<file path="src/rtl/fetch_pc_gen.sv">
// rtl/fetch_pc_gen.sv - instruction-fetch PC generator with single outstanding request and one-entry output buffer
module fetch_pc_gen #(
   parameter logic [31:0] RESET_PC = 32'hbfc00000
) (
   input  logic        clk,
   input  logic        resetn,
   input  logic        wb_jmp_en,
   input  logic [31:0] wb_jmp_pc,
   input  logic        br_jmp_en,
   input  logic [31:0] br_jmp_pc,
   output logic        imem_req,
   output logic [31:0] imem_addr,
   input  logic        imem_addr_ok,
   input  logic        imem_data_ok,
   input  logic [31:0] imem_rdata,
   output logic        out_valid,
   input  logic        out_ready,
   output logic [31:0] out_pc,
   output logic [31:0] out_instr,
   output logic        out_adel
);

   typedef enum logic [1:0] {S_REQ, S_WAIT, S_HOLD} state_t;

   state_t      state, state_d;
   logic [31:0] pc_q, pc_d;
   logic [31:0] cur_pc, cur_pc_d;
   logic [31:0] buf_pc, buf_pc_d;
   logic [31:0] buf_instr, buf_instr_d;
   logic        buf_adel, buf_adel_d;
   logic        discard, discard_d;
   logic        bubble, bubble_d;
   logic        misaligned;

   // A misaligned fetch PC never reaches memory; it becomes an AdEL entry instead.
   // The bubble flag suppresses the request for one cycle after a writeback redirect in REQ.
   assign misaligned = (pc_q[1:0] != 2'b00);
   assign imem_req   = (state == S_REQ) && !bubble && !misaligned;
   assign imem_addr  = pc_q;
   assign out_valid  = (state == S_HOLD);
   assign out_pc     = buf_pc;
   assign out_instr  = buf_instr;
   assign out_adel   = buf_adel;

   // Next-state, next-PC and buffer-load decisions; writeback redirect overrides everything.
   always_comb begin
      state_d     = state;
      pc_d        = pc_q;
      cur_pc_d    = cur_pc;
      buf_pc_d    = buf_pc;
      buf_instr_d = buf_instr;
      buf_adel_d  = buf_adel;
      discard_d   = discard;
      bubble_d    = 1'b0;
      case (state)
         S_REQ: begin
            if (wb_jmp_en) begin
               pc_d = wb_jmp_pc;
               if (imem_req && imem_addr_ok) begin
                  cur_pc_d  = pc_q;
                  discard_d = 1'b1;
                  state_d   = S_WAIT;
               end else begin
                  bubble_d = 1'b1;
               end
            end else begin
               if (!bubble) begin
                  if (misaligned) begin
                     buf_pc_d    = pc_q;
                     buf_instr_d = 32'h0;
                     buf_adel_d  = 1'b1;
                     state_d     = S_HOLD;
                  end else if (imem_addr_ok) begin
                     cur_pc_d = pc_q;
                     pc_d     = pc_q + 32'd4;
                     state_d  = S_WAIT;
                  end
               end
               if (br_jmp_en) begin
                  pc_d = br_jmp_pc;
               end
            end
         end
         S_WAIT: begin
            if (wb_jmp_en) begin
               pc_d = wb_jmp_pc;
               if (imem_data_ok) begin
                  discard_d = 1'b0;
                  state_d   = S_REQ;
               end else begin
                  discard_d = 1'b1;
               end
            end else begin
               if (imem_data_ok) begin
                  if (discard) begin
                     discard_d = 1'b0;
                     state_d   = S_REQ;
                  end else begin
                     buf_pc_d    = cur_pc;
                     buf_instr_d = imem_rdata;
                     buf_adel_d  = 1'b0;
                     state_d     = S_HOLD;
                  end
               end
               if (br_jmp_en) begin
                  pc_d = br_jmp_pc;
               end
            end
         end
         S_HOLD: begin
            if (wb_jmp_en) begin
               pc_d    = wb_jmp_pc;
               state_d = S_REQ;
            end else begin
               if (out_ready) begin
                  state_d = S_REQ;
               end
               if (br_jmp_en) begin
                  pc_d = br_jmp_pc;
               end
            end
         end
         default: begin
            state_d = S_REQ;
         end
      endcase
   end

   // State and datapath registers with synchronous active-low reset.
   always_ff @(posedge clk) begin
      if (!resetn) begin
         state     <= S_REQ;
         pc_q      <= RESET_PC;
         cur_pc    <= 32'h0;
         buf_pc    <= 32'h0;
         buf_instr <= 32'h0;
         buf_adel  <= 1'b0;
         discard   <= 1'b0;
         bubble    <= 1'b0;
      end else begin
         state     <= state_d;
         pc_q      <= pc_d;
         cur_pc    <= cur_pc_d;
         buf_pc    <= buf_pc_d;
         buf_instr <= buf_instr_d;
         buf_adel  <= buf_adel_d;
         discard   <= discard_d;
         bubble    <= bubble_d;
      end
   end

endmodule

</file>
<file path="config.mk">
export PLATFORM = sky130hd
export DESIGN_NAME = fetch_pc_gen
export DESIGN_NICKNAME = d
export VERILOG_FILES = /design/src/rtl/fetch_pc_gen.sv
export SDC_FILE = /design/constraint.sdc
export NUM_CORES = 1
export LEC_CHECK = 0
export CAP_MARGIN = 20
export CORE_MARGIN = 2
export CORE_UTILIZATION = 50
export DETAILED_ROUTE_END_ITERATION = 8
export PLACE_DENSITY = 0.88
export SYNTH_ARGS = -nofsm -noshare
export SYNTH_HDL_FRONTEND = slang
export SYNTH_SLANG_ARGS = --single-unit
</file>
<file path="constraint.sdc">
create_clock -name clk -period 4.1 [get_ports clk]
set_input_delay 1.025 -clock clk [delete_from_list [all_inputs] [get_ports clk]]
set_output_delay 1.025 -clock clk [all_outputs]
set_load 0.01 [all_outputs]
</file>
Yosys cells after proc, flatten, opt, wreduce, memory -nomap -nowiden
Cells that the tools add are included.

word-level totals
  flip-flop bits (word level) = 133
  input bits = 103
  output and inout bits = 99
  logic and storage cells = 101

operators by class
  add/subtract/negate cells = 1
  eq/ne operators = 22
  mux-type cells = 53
  reduce and logical (&&, ||, !) cells = 17

operators with widths
  kind                                                                   number
  32-bit two-way mux                                                     24
  32-bit one-hot mux with 2 select lines                                 3
  32-bit by 3-bit adder with 32-bit output, second input constant        1
  2-bit two-way mux                                                      11
  2-bit != test, second input constant                                   9
  4-bit != test, second input constant                                   4
  5-bit AND reduction                                                    3
  1-bit two-way mux                                                      12
  2-bit nonzero test                                                     4
  7-bit AND reduction                                                    1
  3-bit by 2-bit != test with 1-bit output, second input constant        2
  3-bit != test, second input constant                                   2
  2-bit one-hot mux with 3 select lines                                  1
  2-bit by 1-bit != test with 1-bit output, second input constant        2
  1-bit one-hot mux with 2 select lines                                  2
  4-bit AND reduction                                                    1
  1-bit logical AND                                                      3
  3-bit by 1-bit != test with 1-bit output, second input constant        1
  3-bit AND reduction                                                    1
  2-bit by 1-bit equality test with 1-bit output, second input constant  1
  2-bit equality test, second input constant                             1
  1-bit zero test                                                        2
  2-bit zero test                                                        1
  2-bit OR reduction                                                     1

Longest topological paths before layout
Gate-level depths: netlist of run 1.

  depth after elaboration = 7
  depth in mapped cells = 10
  mapped depth without buffers = 7

Least setup slack after synthesis of run 1
Ideal clock, no wire load.

  path kind = input -> register
  from = in imem_addr_ok
  to = reg pc_q[4], in the netlist imem_addr[4]
  library setup time = 0.133 ns
  arrival = 2.444 ns
  data required time = 3.967 ns
  setup slack = 1.523 ns
  stages = 7
  path buffers = 3
  path through = or4b_1 -> buf_2 -> a221o_1 -> buf_2 -> buf_6 -> a211oi_1 -> nor3_1

on the way
  word-level cells in the longest chain between the ends = 2

RTL lines
  element                        line  source
  from (decl)                    13    input logic imem_addr_ok,
  4-bit != test (no line)        --
  5-bit AND reduction (no line)  --
  to (signal assigned)           142   pc_q <= pc_d;
  to (decl)                      26    logic [31:0] pc_q, pc_d;

Every way passes these cells.
A chain may end at the register's enable or synchronous reset.

Final worst setup path of run 1
  from = reg state[1]
  to = out imem_req

on the way
  word-level cells in the longest chain between the ends = 3

RTL lines
  element                         line  source
  from (decl)                     25    state_t state, state_d;
  from (signal assigned)          141   state <= state_d;
  2-bit zero test                 38    assign imem_req = (state == S_REQ) && !bubble && !misaligned;
  1-bit logical AND (2 in a row)  38
  to (decl)                       11    output logic imem_req,

Every way passes these cells.

==> run_results.csv, run 1 <==
group,metric,value,unit
outcome,status,"finished clean",
cells_and_area,synthToLayoutAreaGrowth,40.0,%
yosys,synth-compound-area-share,21.8,%
clock_tree,cts_buffer_depth,2,
die,die_w,118,um
clock_tree,ctsResizeCount,0,
timing,clock.fmax,0.305,GHz
drt,drt_iter0_drc,712,
clock_tree,post_cts_buffers,0,
timing,drv_slew,0,
yosys,synthDistinctLibCells,60,
die,chipHeight,118,um
setup_path,cp.arrival,2260,ps
timing,timing.max_slew.rel_slack,31.4,%
global_route,groute.usage.overall,27.9,%
setup_path,critPathMaxFanout,10,
yosys,yosysTopAreaCell,"dfxtp_1",
yosys,synth-seq-cells,133,
drt,viasPerCell,5.72,
setup_path,r2r-end,"out_instr[10]$_SDFFE_PN0P_",
cells_and_area,drive_gt1_share,5.80,%
global_route,grt_pass1_vias,6311,
timing,setup_viol,0,
yosys,synth_top_family_by_area,"simple AND/OR/NAND/NOR gates",
clock_tree,worstSkewPairLatency,420,ps
yosys,syn_area_per_cell,7.86,um^2
clock_tree,cts-buffers-inserted,17,
die,start_util,51.6,%
pwr,ir_worst_vdd,612,uV
timing,fin_skew,13.7,ps
yosys,postSynthCellCount,831,
placement,dp_cells,1140,
die,io-pin-count,202,
timing,whs,449,ps
timing,rsz0062_at_grt,"no",
pwr,p_leak,3.18,nW
clock_tree,path_clk_slew,60,ps
setup_path,worst-r2r-cell-count,8,
placement,io_buffers,201,
setup_path,critPathRequiredTime,3070,ps
setup_path,reg2reg_setup_slack,1150,ps
timing,worst_slew_pin_slew,1030,ps
cells_and_area,mostFrequentLayoutCell,"clkdlybuf4s50_1",
yosys,synthXorXnorAreaFrac,1.88,%
clock_tree,cts.hold.buffers_added,0,
yosys,yosys.area_share.simple,22.9,%
global_route,grt-ovfl-total,0,
die,die_area,14000,um^2
clock_tree,htree_levels,4,
timing,finalSetupTns,0,ps
yosys,synthAdderAreaFrac,0.957,%
setup_path,timing.critical_path.to,"imem_req",
drt,drc,0,
cells_and_area,n_antenna_cell,0,
die,row_count,41,
yosys,synth_flop_cell,"dfxtp_1",
setup_path,start_kind,"flip-flop",
cells_and_area,final_cell_mix,"clkdlybuf4s50_1, nand2_1, dfxtp_1, a21oi_1, nor2_1",
clock_tree,cts_tree,"done",
pwr,p_per_area,622,nW/um^2
global_route,grt_max_degree,71,
cells_and_area,stdcell_count,1172,
setup_path,reg2reg_from,"state[1]$_SDFFE_PN0P_",
placement,gp_congestion,0.902,
drt,wl_per_cell,16.7,um
flow_run,drv_cap,0,
placement,dp_hpwl,13.6,mm
drt,dr.pass1.iters,5,
timing,fin_crit_sh,80.1,%
yosys,synthesis.nets,939,
yosys,muxShareOfSynthArea,6.01,%
clock_tree,cts_sinks,133,
yosys,ys.warnings.count,0,
yosys,synthTopCellsByArea,"dfxtp_1, nand2_1, a21oi_1",
global_route,grt_pass1_wl,31.9,mm
pwr,total_power,5.69,mW
yosys,synthesis.area,6530,um^2
timing,post-route-min-period,3280,ps
drt,vias,6709,
yosys,synth-edff-count,0,
die,core_area,12700,um^2
clock_tree,cts_root_buf,"clkbuf_16",
min_path,hold_depth,2,
setup_path,crit_start,"state[1]$_SDFFE_PN0P_",
setup_path,endpoint_kind,"output pin",
yosys,ys_seq_area_share,40.8,%
global_route,antenna_found_initial,0,
drt,drt-total-wl,19.6,mm
min_path,timing.hold.worst.class,"reg -> reg",
drt,ant_nets,0,
yosys,synthArstFlopShare,0,%
timing,hold_viol,0,
cells_and_area,fin_nets,1095,
setup_path,critPathKind,"reg -> out",
yosys,synth.top_cell.area_share,40.8,%
[state kept, by name, summed over array words and instances, names as in the netlist]
register,cells
bubble,1
out_adel,1
out_instr,32
out_pc,32
state,2
discard,1
imem_addr,32
cur_pc,32
[logic make-up (layout without fill, tap and decap cells)]
| kind of cell | Yosys count | in the layout |
|---|---|---|
| AOI/OAI and AO/OA | 227 | 227 |
| xor gates and xnor gates | 14 | 14 |
| adders and majority gates | 5 | 5 |
| buffers and inverters | 92 | 261 |
| DFF | 133 | 133 |
| muxes | 39 | 39 |
| and+or+nand+nor | 321 | 321 |
[worst min-delay path by stage]
| stage | startpoint | end | slack (ps) |
|---|---|---|---|
| 6_report | out_instr[19]$_SDFFE_PN0P_ | out_instr[19]$_SDFFE_PN0P_ | 450 |
| 5_1_grt | out_instr[25]$_SDFFE_PN0P_ | out_instr[25]$_SDFFE_PN0P_ | 470 |
| 3_3_place_gp | out_instr[21]$_SDFFE_PN0P_ | out_instr[21]$_SDFFE_PN0P_ | 440 |
| 4_1_cts | out_instr[19]$_SDFFE_PN0P_ | out_instr[19]$_SDFFE_PN0P_ | 450 |
| 3_5_place_dp | out_instr[19]$_SDFFE_PN0P_ | out_instr[19]$_SDFFE_PN0P_ | 440 |
| 2_1_floorplan | cur_pc[10]$_SDFFE_PN0P_ | cur_pc[10]$_SDFFE_PN0P_ | 440 |
[metal layers]
layer | vias to the layer above | wire, um | GRT usage, %
met3 | 30 | 1530 | 6.61
met5 | - | 0 | 0
met2 | 317 | 9280 | 45.2
li1 | 3268 | - | -
met1 | 3094 | 8510 | 36.5
met4 | 0 | 293 | 9.04
[Yosys cell counts (2+ instances only)]
| master | count |
|---|---|
| a211oi_1 | 42 |
| a221o_1 | 3 |
| buf_1 | 4 |
| o31ai_1 | 4 |
| mux2_2 | 2 |
| nand3_1 | 44 |
| a311oi_1 | 3 |
| a21o_1 | 4 |
| xor2_1 | 3 |
| nand2_1 | 138 |
| nor3_1 | 12 |
| nor4_2 | 4 |
| nor2b_1 | 2 |
| xnor2_1 | 11 |
| a21oi_1 | 94 |
| or4_1 | 3 |
| nand2b_1 | 8 |
| and2_1 | 2 |
| inv_1 | 16 |
| nor3b_1 | 2 |
| mux2i_1 | 37 |
| or3b_1 | 2 |
| nand4_1 | 7 |
| nor2_1 | 63 |
| a22oi_1 | 5 |
| buf_2 | 14 |
| and3_1 | 9 |
| o21ai_1 | 7 |
| o211ai_1 | 9 |
| o21ai_0 | 33 |
| dfxtp_1 | 133 |
| a21boi_0 | 2 |
| nor4_1 | 8 |
| or3_1 | 8 |
| ha_1 | 5 |
| and4_1 | 5 |
| a31oi_1 | 4 |
| clkbuf_1 | 56 |
| o2111ai_1 | 2 |
[worst max-delay path: stages, from the launching register on]
cell and delay, ps:
dfxtp_1 350, inv_1 120, ha_1 360, inv_1 180, nor4_1 260, clkdlybuf4s50_1 580
[through the flow]
stage | util [%] | area, um^2 | setup WS, ps
final | 72.2 | 9150 | 816
after global routing | 72.2 | 9150 | 642
after CTS | 72.2 | 9150 | 813
after detailed placement | 67.6 | 8570 | 652
after global placement | 67.6 | 8570 | 710
after floorplan | - | 6530 | 1520
[final cells by class]
class / instances / area [um^2]
Clock buffer: 18 / 429
Sequential cell: 133 / 2660
Inverter: 16 / 61.3
Tap cell: 172 / 215
Fill cell: 997 / 3520
Multi-Input combinational cell: 606 / 3520
Timing Repair Buffer: 213 / 2110
Clock inverter: 14 / 151
[power breakdown]
| group | leakage (nW) | total, mW | switching, mW | internal [mW] |
|---|---|---|---|---|
| clock | 0.281 | 1.49 | 0.592 | 0.901 |
| sequential | 1.09 | 1.91 | 0.323 | 1.59 |
| combinational | 1.81 | 2.28 | 1.23 | 1.05 |
| total | 3.18 | 5.69 | 2.15 | 3.54 |
(Power assumes the default switching activity.)
==> run 2, diff against run 1 <==
- CORE_UTILIZATION: 50 -> 43
- PLACE_DENSITY: 0.88 -> 0.81
- clock period: 4.1 -> 2.9 ns (I/O delays scaled with it)
==> run 2 against run 1 <==
Via count rose by 1.1%. Combinational power rose by 54%. First-iteration DRC count fell by 33%. Critical path type unchanged. Critical path depth did not move.
==> run_results.csv, run 2 (same netlist as run 1, synthesis figures left out) <==
group,metric,value,unit
die,start_util,43.5,%
drt,drc,0,
clock_tree,cts.hold.buffers_added,0,
timing,timing.max_slew.rel_slack,62.3,%
pwr,swShare,36.2,%
setup_path,reg2reg_setup_slack,580,ps
placement,gp_congestion,0.938,
timing,fin_skew,12.0,ps
setup_path,cpMaxStageDelayCell,"clkdlybuf4s50_1",
placement,io_buffers,201,
outcome,status,"finished clean",
global_route,use_met1,32.9,%
setup_path,crit_path_frequent_cell,"inv_1",
timing,post-route-min-period,2740,ps
global_route,grt_pass1_wl,32.4,mm
setup_path,cp_top_family,"buffers and inverters",
cells_and_area,synthToLayoutAreaGrowth,44.8,%
placement,place_worst_setup_slack,69.0,ps
timing,fin_crit_sh,94.6,%
die,die_area,16200,um^2
clock_tree,cts_tree,"done",
global_route,groute.usage.overall,24.8,%
setup_path,endpoint_kind,"output pin",
global_route,grt-ovfl-total,0,
timing,worst_slack,156,ps
timing,hold_viol,0,
drt,drt_iter0_drc,478,
drt,vias,6786,
global_route,use_met2,39.5,%
drt,viasPerCell,5.61,
cells_and_area,final_cell_area,9460,um^2
global_route,grt_busiest_layer,"met2",
global_route,grt_pass1_vias,6363,
timing,worst_slew_pin_slew,565,ps
flow_run,drv_cap,0,
min_path,min_from,"out_instr[28]$_SDFFE_PN0P_",
pwr,power_switching,3.05,mW
setup_path,critPathKind,"reg -> out",
pwr,p_int,5.38,mW
die,chipHeight,127,um
pwr,p_leak,3.33,nW
die,core_area,15000,um^2
clock_tree,cts_root_buf,"clkbuf_16",
setup_path,worst-r2r-cell-count,7,
drt,ant_nets,0,
pwr,power_frac_clock,27.0,%
min_path,hold_depth,2,
clock_tree,cts_sinks,133,
setup_path,reg2reg_from,"state[0]$_SDFFE_PN0P_",
timing,finalSetupTns,0,ps
clock_tree,worstSkewPairLatency,420,ps
clock_tree,cts-buffers-inserted,17,
cells_and_area,n_antenna_cell,0,
global_route,globalRouteMet3Util,5.11,%
die,row_count,45,
timing,drv_slew,0,
drt,wl_per_cell,16.5,um
clock_tree,path_clk_slew,60,ps
pwr,seq_power_share,31.5,%
global_route,antenna_found_initial,0,
timing,setup_viol,0,
clock_tree,htree_levels,4,
cells_and_area,mostFrequentLayoutCell,"clkdlybuf4s50_1",
placement,postPlaceCellArea,8830,um^2
setup_path,r2r-end,"imem_addr[22]$_SDFFE_PN1P_",
timing,clock.fmax,0.364,GHz
timing,rsz0062_at_grt,"no",
cells_and_area,fin_nets,1117,
setup_path,cp.arrival,2020,ps
drt,drt-total-wl,20.0,mm
setup_path,start_kind,"flip-flop",
die,die_w,127,um
pwr,p_per_area,891,nW/um^2
placement,dp_hpwl,14.3,mm
min_path,hold_end,"out_instr[28]$_SDFFE_PN0P_",
cells_and_area,final_cell_mix,"clkdlybuf4s50_1, nand2_1, dfxtp_1, a21oi_1, nor2_1",
setup_path,crit_path_max_incr_delay,600,ps
pwr,ir_worst_vdd,672,uV
setup_path,crit_chain,"inv_1 -> ha_1 -> inv_1 -> nor4_1 -> clkdlybuf4s50_1",
clock_tree,post_cts_buffers,0,
pwr,combPwrFrac,41.5,%
drt,dr.pass1.iters,5,
global_route,grt_max_degree,109,
setup_path,critPathMaxFanout,6,
clock_tree,cts_buffer_depth,2,
clock_tree,ctsResizeCount,0,
setup_path,cp_num_buf_inv,3,
setup_path,critPathRequiredTime,2170,ps
cells_and_area,drive_gt1_share,7.93,%
min_path,timing.hold.worst.class,"reg -> reg",
die,io-pin-count,202,
## run 2: cell count changes in the layout (fill, tap and decap cells not counted), moves of 2 or more
cell and delta:
bufinv_16 +2, buf_12 +6, clkbuf_8 +2, buf_4 +16
inv_6 -4
## run 2: metal layers
metal	vias up	part of all wire (%)
met4	0	2.3
li1	3317	-
met1	3128	45
met2	300	46
met3	41	6.9
met5	-	0
## run 2: power groups by stage
stage / sequential, mW / combinational, mW / clock [mW]
2_1_floorplan: 2.72 / 1.85 / 0
3_3_place_gp: 2.67 / 3.43 / 0
3_5_place_dp: 2.68 / 3.49 / 0
4_1_cts: 2.65 / 3.50 / 2.31
5_1_grt: 2.72 / 3.82 / 2.38
6_report: 2.65 / 3.50 / 2.28
## run 2: worst max-delay path by stage
stage                                     start                    endpoint  slack (ps)  cells past startpoint
final                     state[1]$_SDFFE_PN0P_                    imem_req         160                      5
after global routing      state[1]$_SDFFE_PN0P_                    imem_req          70                      5
after global placement             imem_addr_ok  imem_addr[23]$_SDFFE_PN1P_         110                      6
after detailed placement           imem_addr_ok  imem_addr[23]$_SDFFE_PN1P_          70                      6
after floorplan                    imem_addr_ok   imem_addr[4]$_SDFFE_PN0P_         620                      7
after CTS                 state[1]$_SDFFE_PN0P_                    imem_req         150                      5
## run 2: layout make-up
type	instances	area [um^2]
Fill cell	1291	5570
Inverter	16	61.3
Multi-Input combinational cell	606	3520
Sequential cell	133	2660
Clock buffer	19	453
Clock inverter	13	180
Tap cell	188	235
Timing Repair Buffer	235	2350
## run 2: stage by stage
stage	hold WS [ps]	total power, mW	util [%]	std cells
final	448	8.43	62.9	1210
after global routing	466	8.92	62.9	1210
after CTS	450	8.46	62.9	1210
after detailed placement	443	6.17	58.7	1178
after global placement	437	6.10	58.7	1178
after floorplan	436	4.58	-	831
## run 2: tightest hold or removal path, delay by kind of cell (launching register included)
kind / cells / cell delay, ps
AOI/OAI and AO/OA: 1 / 50
DFF: 1 / 300
and+or+nand+nor: 1 / 50
==> RTL edit 1: new RTL, settings of run 2 <==
The 3 states of `state_t` get a one-hot encoding in 3 bits.
--- a/src/rtl/fetch_pc_gen.sv
+++ b/src/rtl/fetch_pc_gen.sv
@@ -21,5 +21,5 @@
 );
 
-   typedef enum logic [1:0] {S_REQ, S_WAIT, S_HOLD} state_t;
+   typedef enum logic [2:0] {S_REQ = 3'b001, S_WAIT = 3'b010, S_HOLD = 3'b100} state_t;
 
    state_t      state, state_d;
Formal check against the unedited RTL: no difference found for any inputs over 4 cycles, from zero or initial values and one cycle with resetn low; so few cycles prove little.
==> RTL edit 1 against run 2 <==
  * Sequential cell count grew 1
  * Wire length grew 3.5%
  * Sequential share of layout area grew 0.77 points
  * Cell area shrank 1.9%
  * Synthesized area shrank 1.8%
  * Power grew 3.5%
  * Sequential power grew 7%
  * Setup slack gained 0.015 ns
  * Highest routed layer unchanged
==> RTL edit 1: results (changes against run 2) <==
Routing
  • Met3 WL: 1.87 mm (+35%)
  • Initial DRC count: 433 (-9.4%)
  • Final ANT Viol Nets: 0 (unchanged)
  • WL met2: 9.68 mm (+5.3%)
  • DR vias: 6991 (+3.0%)
  • Highest Signal Layer: met4
  • WL/cell: 16.7 um (+1.2%)
  • M1 WL: 8.79 mm (-1.5%)
  • DRT Pass-1 Iters: 5 (unchanged)

GRT
  • Met3 Resource Use GR: 5.56% (+0.46 points)
  • Pin count of the biggest net entering global routing: 71 (-35%)
  • Met2 Usage GRT: 41.3% (+1.8 points)
  • Total GRT Usage: 25.4% (+0.65 points)
  • Initial antenna violation count: 0 (unchanged)
  • First-pass GRT wire length: 32.9 mm (+1.6%)
  • Vias in the first global route: 6343 (-0.31%)
  • M1 GR Usage: 34.0% (+1.1 points)

Setup path
  • Crit path max-delay family: simple AND/OR/NAND/NOR gates
  • Crit path max fanout: 3 (-3)
  • Max incr delay on CP: 0.60 ns (about the same)
  • Slowest cell on the critical path: clkdlybuf4s50_1
  • Arr. time, crit path: 2.00 ns (-0.02 ns)

Yosys
  • Main synth FF type: dfxtp_1
  • Sequential share of the synthesized area: 41.8% (+1.1 points)
  • Dominant cells by area after synthesis: dfxtp_1 42%, nand2_1 11%, a21oi_1 8.1%
  • Syn_nets: 961 (+2.3%)
  • Netlist cell types: 57 (-5.0%)
  • Syn Inst Count: 857 (+3.1%)
  • Most frequent cells after synthesis: 196 x nand2_1, 134 x dfxtp_1, 104 x a21oi_1
  • Post-synth ARST share: 0% (unchanged)

Run
  • Max-Cap Viols: 0 (unchanged)

Finish
  • Final Net Count: 1144 (+2.4%)
  • Finished Layout Cells: 1237 (+2.2%)
  • Share of cells above drive strength 1: 7.41% (-0.52 points)
  • Antenna Cells: 0 (unchanged)

CTS
  • Post-CTS Setup Inserts: 0 (unchanged)
  • Htree depth: 4 (unchanged)
  • Clk_lat worst skew: 0.42 ns (about the same)
  • Clk root buf: clkbuf_16
  • Clk buf depth: 2 (unchanged)
  • CTS clock-pin slew for the worst setup and hold paths: 0.06 ns (about the same)

Pwr
  • Leak pwr: 3.23 nW (-3.0%)
  • Worst VDD drop: 0.000540 V (-20%)

Placed design
  • PortBufs: 201 (unchanged)
  • Placed Area: 8680 sq um (-1.6%)
  • Pre-CTS setup slack: 0.242 ns (+0.173 ns)
  • Final Wtd Congestion: 0.936 (-0.22%)
  • HPWL after DPL: 14.2 mm (-0.48%)

STA
  • Final Skew: 0.0106 ns (-0.00138 ns)
  • Worst-Margin Slew: 1.05 ns (+0.486 ns)

Run status
  • Status: finished, final reports clean
-- RTL edit 1: kinds of logic (layout without fill, tap and decap cells) --
| family | count (synthesis) | after routing | share of synthesized area (%) |
|---|---|---|---|
| AOI/OAI and AO/OA | 250 | 250 | 24.8 |
| adders and majority gates | 1 | 1 | 0.195 |
| buffers and inverters | 82 | 278 | 5.42 |
| DFF | 134 | 134 | 41.8 |
| and+or+nand+nor | 367 | 367 | 24.6 |
| xor gates and xnor gates | 18 | 18 | 2.46 |
| muxes | 5 | 5 | 0.780 |
-- RTL edit 1: worst paths after layout --
path / from / to / slack, ns / depth (start not counted)
hold reg to reg: out_instr[15] / out_instr[15] / 0.45 / 2
setup / recovery: state[2] / imem_req / 0.17 / 3
hold / removal: out_instr[15] / out_instr[15] / 0.45 / 2
setup reg to reg: imem_addr[6] / imem_addr[27] / 0.56 / 6
-- RTL edit 1: final cells by class --
class / instances / area, sq um
tap: 184 / 230
clock inverter: 7 / 93.8
clock buffer: 25 / 495
sequential: 134 / 2680
fill: 1278 / 5260
inverter: 7 / 27.5
timing repair buffer: 239 / 2340
multi-input combinational: 641 / 3410
-- RTL edit 1: repair_timing --
item,in CTS,in global routing
resized for setup,1,0
setup endpoints to repair,1,0
endpoints found under the hold margin,0,0
-- RTL edit 1: power breakdown --
part / leakage (nW) / total (mW) / internal [mW] / switching [mW]
logic: 1.86 / 3.74 / 1.70 / 2.03
clock network: 0.283 / 2.16 / 1.36 / 0.799
registers: 1.09 / 2.83 / 2.32 / 0.506
total: 3.23 / 8.72 / 5.38 / 3.34
-- RTL edit 1: worst register-to-register path, cell delays in order (launching register included) --
cell and delay, ns:
dfxtp_1 0.54, nand3_1 0.25, nor4_2 0.42, nand2_1 0.25
or4_1 0.45, a311oi_1 0.26, or3_1 0.13
==> RTL edit 2: new RTL, settings of run 2 <==
Made on the original files. The parameter `RESET_PC` goes from 32'hbfc00000 to 32'h80000000.
--- a/src/rtl/fetch_pc_gen.sv
+++ b/src/rtl/fetch_pc_gen.sv
@@ -1,5 +1,5 @@
 // rtl/fetch_pc_gen.sv - instruction-fetch PC generator with single outstanding request and one-entry output buffer
 module fetch_pc_gen #(
-   parameter logic [31:0] RESET_PC = 32'hbfc00000
+   parameter logic [31:0] RESET_PC = 32'h80000000
 ) (
    input  logic        clk,
Function: changed (a bounded check fails within 4 cycles, from zero or initial values and one cycle with resetn low).
==> RTL edit 2 against run 2 <==
  * Wire length increased by 6.4%
  * Setup slack improved by 0.035 ns
  * Hold slack about the same
  * Synthesized area decreased by 0.21%
  * Count of clock-buffer cells in the layout is 2 higher
  * Sequential cell count unchanged
  * Die area shrank 0.20%
  * Cell area up 0.26%
  * Largest cell class unchanged
Power is not compared: it rests on default switching activity, and its combinational part moved more than twofold at a synthesized area within 25%.
==> RTL edit 2: results (changes against run 2) <==
Setup path
  • Crit path max fanout: 9 (+3)
  • RR Startpoint: imem_addr[2]
  • Arr. time, crit path: 1.98 ns (-0.04 ns)
  • Worst R2R Setup Slack: 0.52 ns (-0.06 ns)
  • R2R Path End: imem_addr[30]
  • Reg2reg path depth: 6 (-1)

Placed design
  • Placed Area: 8860 sq um (+0.40%)
  • Pre-CTS setup slack: 0.0474 ns (-0.0216 ns)
  • PortBufs: 201 (unchanged)
  • HPWL after DPL: 14.9 mm (+4.5%)
  • Cells after DPL: 1172 (-0.51%)
  • Final Wtd Congestion: 0.872 (-7.0%)

Yosys
  • Adder-Cell Fraction of Synth Area: 0.960% (+0.0020 points)
  • Netlist cell types: 63 (+5.0%)
  • Syn Inst Count: 815 (-1.9%)
  • Yosys warning count: 0 (unchanged)
  • Synth Area in Compound Gates: 23.9% (+2.1 points)
  • Most frequent cells after synthesis: 133 x dfxtp_1, 129 x nand2_1, 97 x a21oi_1
  • Xor/xnor share of the synthesized area: 1.61% (-0.26 points)
  • Proportion of synthesized area in mux cells: 5.07% (-0.95 points)
  • Sequential share of the synthesized area: 40.8% (+0.086 points)
  • Syn_nets: 923 (-1.7%)
  • Dominant cells by area after synthesis: dfxtp_1 41%, a21oi_1 7.4%, nand2_1 7.4%

Finish
  • Share of cells above drive strength 1: 8.86% (+0.93 points)
  • Layout area overhead: 45.5%
  • Final Net Count: 1111 (-0.54%)
  • Fillcell total: 1288 (-0.23%)

Run status
  • Status: finished, final reports clean

Routing
  • DR vias: 6989 (+3.0%)
  • Initial DRC count: 560 (+17%)
  • WL/cell: 17.6 um (+6.9%)
  • Drt total wl: 21.2 mm (+6.4%)

STA
  • Final Skew: 0.0106 ns (-0.00141 ns)
  • Tcrit/Tclk final: 93.4% (-1.2 points)
  • Worst Hold Margin: 0.448 ns (-0.000192 ns)
  • Worst-Margin Slew: 0.780 ns (+0.215 ns)

Worst hold path
  • Hold Path End: out_instr[20]
  • Hold Crit Start: out_instr[20]

GRT
  • Pin count of the biggest net entering global routing: 38 (-65%)
  • First-pass GRT wire length: 33.7 mm (+3.9%)
  • Total GRT Usage: 26.0% (+1.2 points)
  • Vias in the first global route: 6543 (+2.8%)
[RTL edit 2: cell families (layout without fill, tap and decap cells)]
group / after synthesis / in the layout
AOI/OAI and AO/OA: 238 / 238
xor gates and xnor gates: 12 / 12
adders and majority gates: 5 / 5
buffers and inverters: 86 / 287
DFF: 133 / 133
muxes: 33 / 33
and+or+nand+nor: 308 / 308
[RTL edit 2: what timing repair did]
action,CTS,global route
setup endpoints to repair,0,1
gates resized for setup,0,1
setup buffers,0,0
[RTL edit 2: worst max-delay path, cell delays in order (launching register included)]
cell and delay (ns):
dfxtp_1 0.35, inv_1 0.13, ha_2 0.31, and2_1 0.18, clkdlybuf4s50_1 0.60
[RTL edit 2: where the power goes]
part	switching (mW)	internal, mW
Combinational	0.756	0.738
Clock	0.835	1.42
Sequential	0.172	2.00
[RTL edit 2: routing by layer]
| layer | wire (um) | vias up | GRT usage (%) | part of all wire, % |
|---|---|---|---|---|
| li1 | - | 3318 | - | - |
| met1 | 9020 | 3255 | 33.8 | 42 |
| met2 | 9910 | 372 | 42.7 | 47 |
| met3 | 1890 | 44 | 6.66 | 8.9 |
| met4 | 413 | 0 | 8.21 | 1.9 |
| met5 | 0 | - | 0 | 0 |
[RTL edit 2: area by class of cell]
| class | count | area share (%) |
|---|---|---|
| inverters | 13 | 0.528 |
| clock inverters | 11 | 1.58 |
| well taps | 188 | 2.48 |
| multi-input cells | 596 | 37.3 |
| flip-flops and latches | 133 | 28.1 |
| clock buffers | 21 | 4.96 |
| repair buffers | 242 | 25.1 |
[RTL edit 2: worst max-delay path by stage]
stage	endpoint	depth (start not counted)
after global routing	imem_req	4
after global placement	imem_addr[24]	7
after detailed placement	imem_addr[24]	7
final	imem_req	4
after floorplan	imem_addr[30]	7
after CTS	imem_req	4
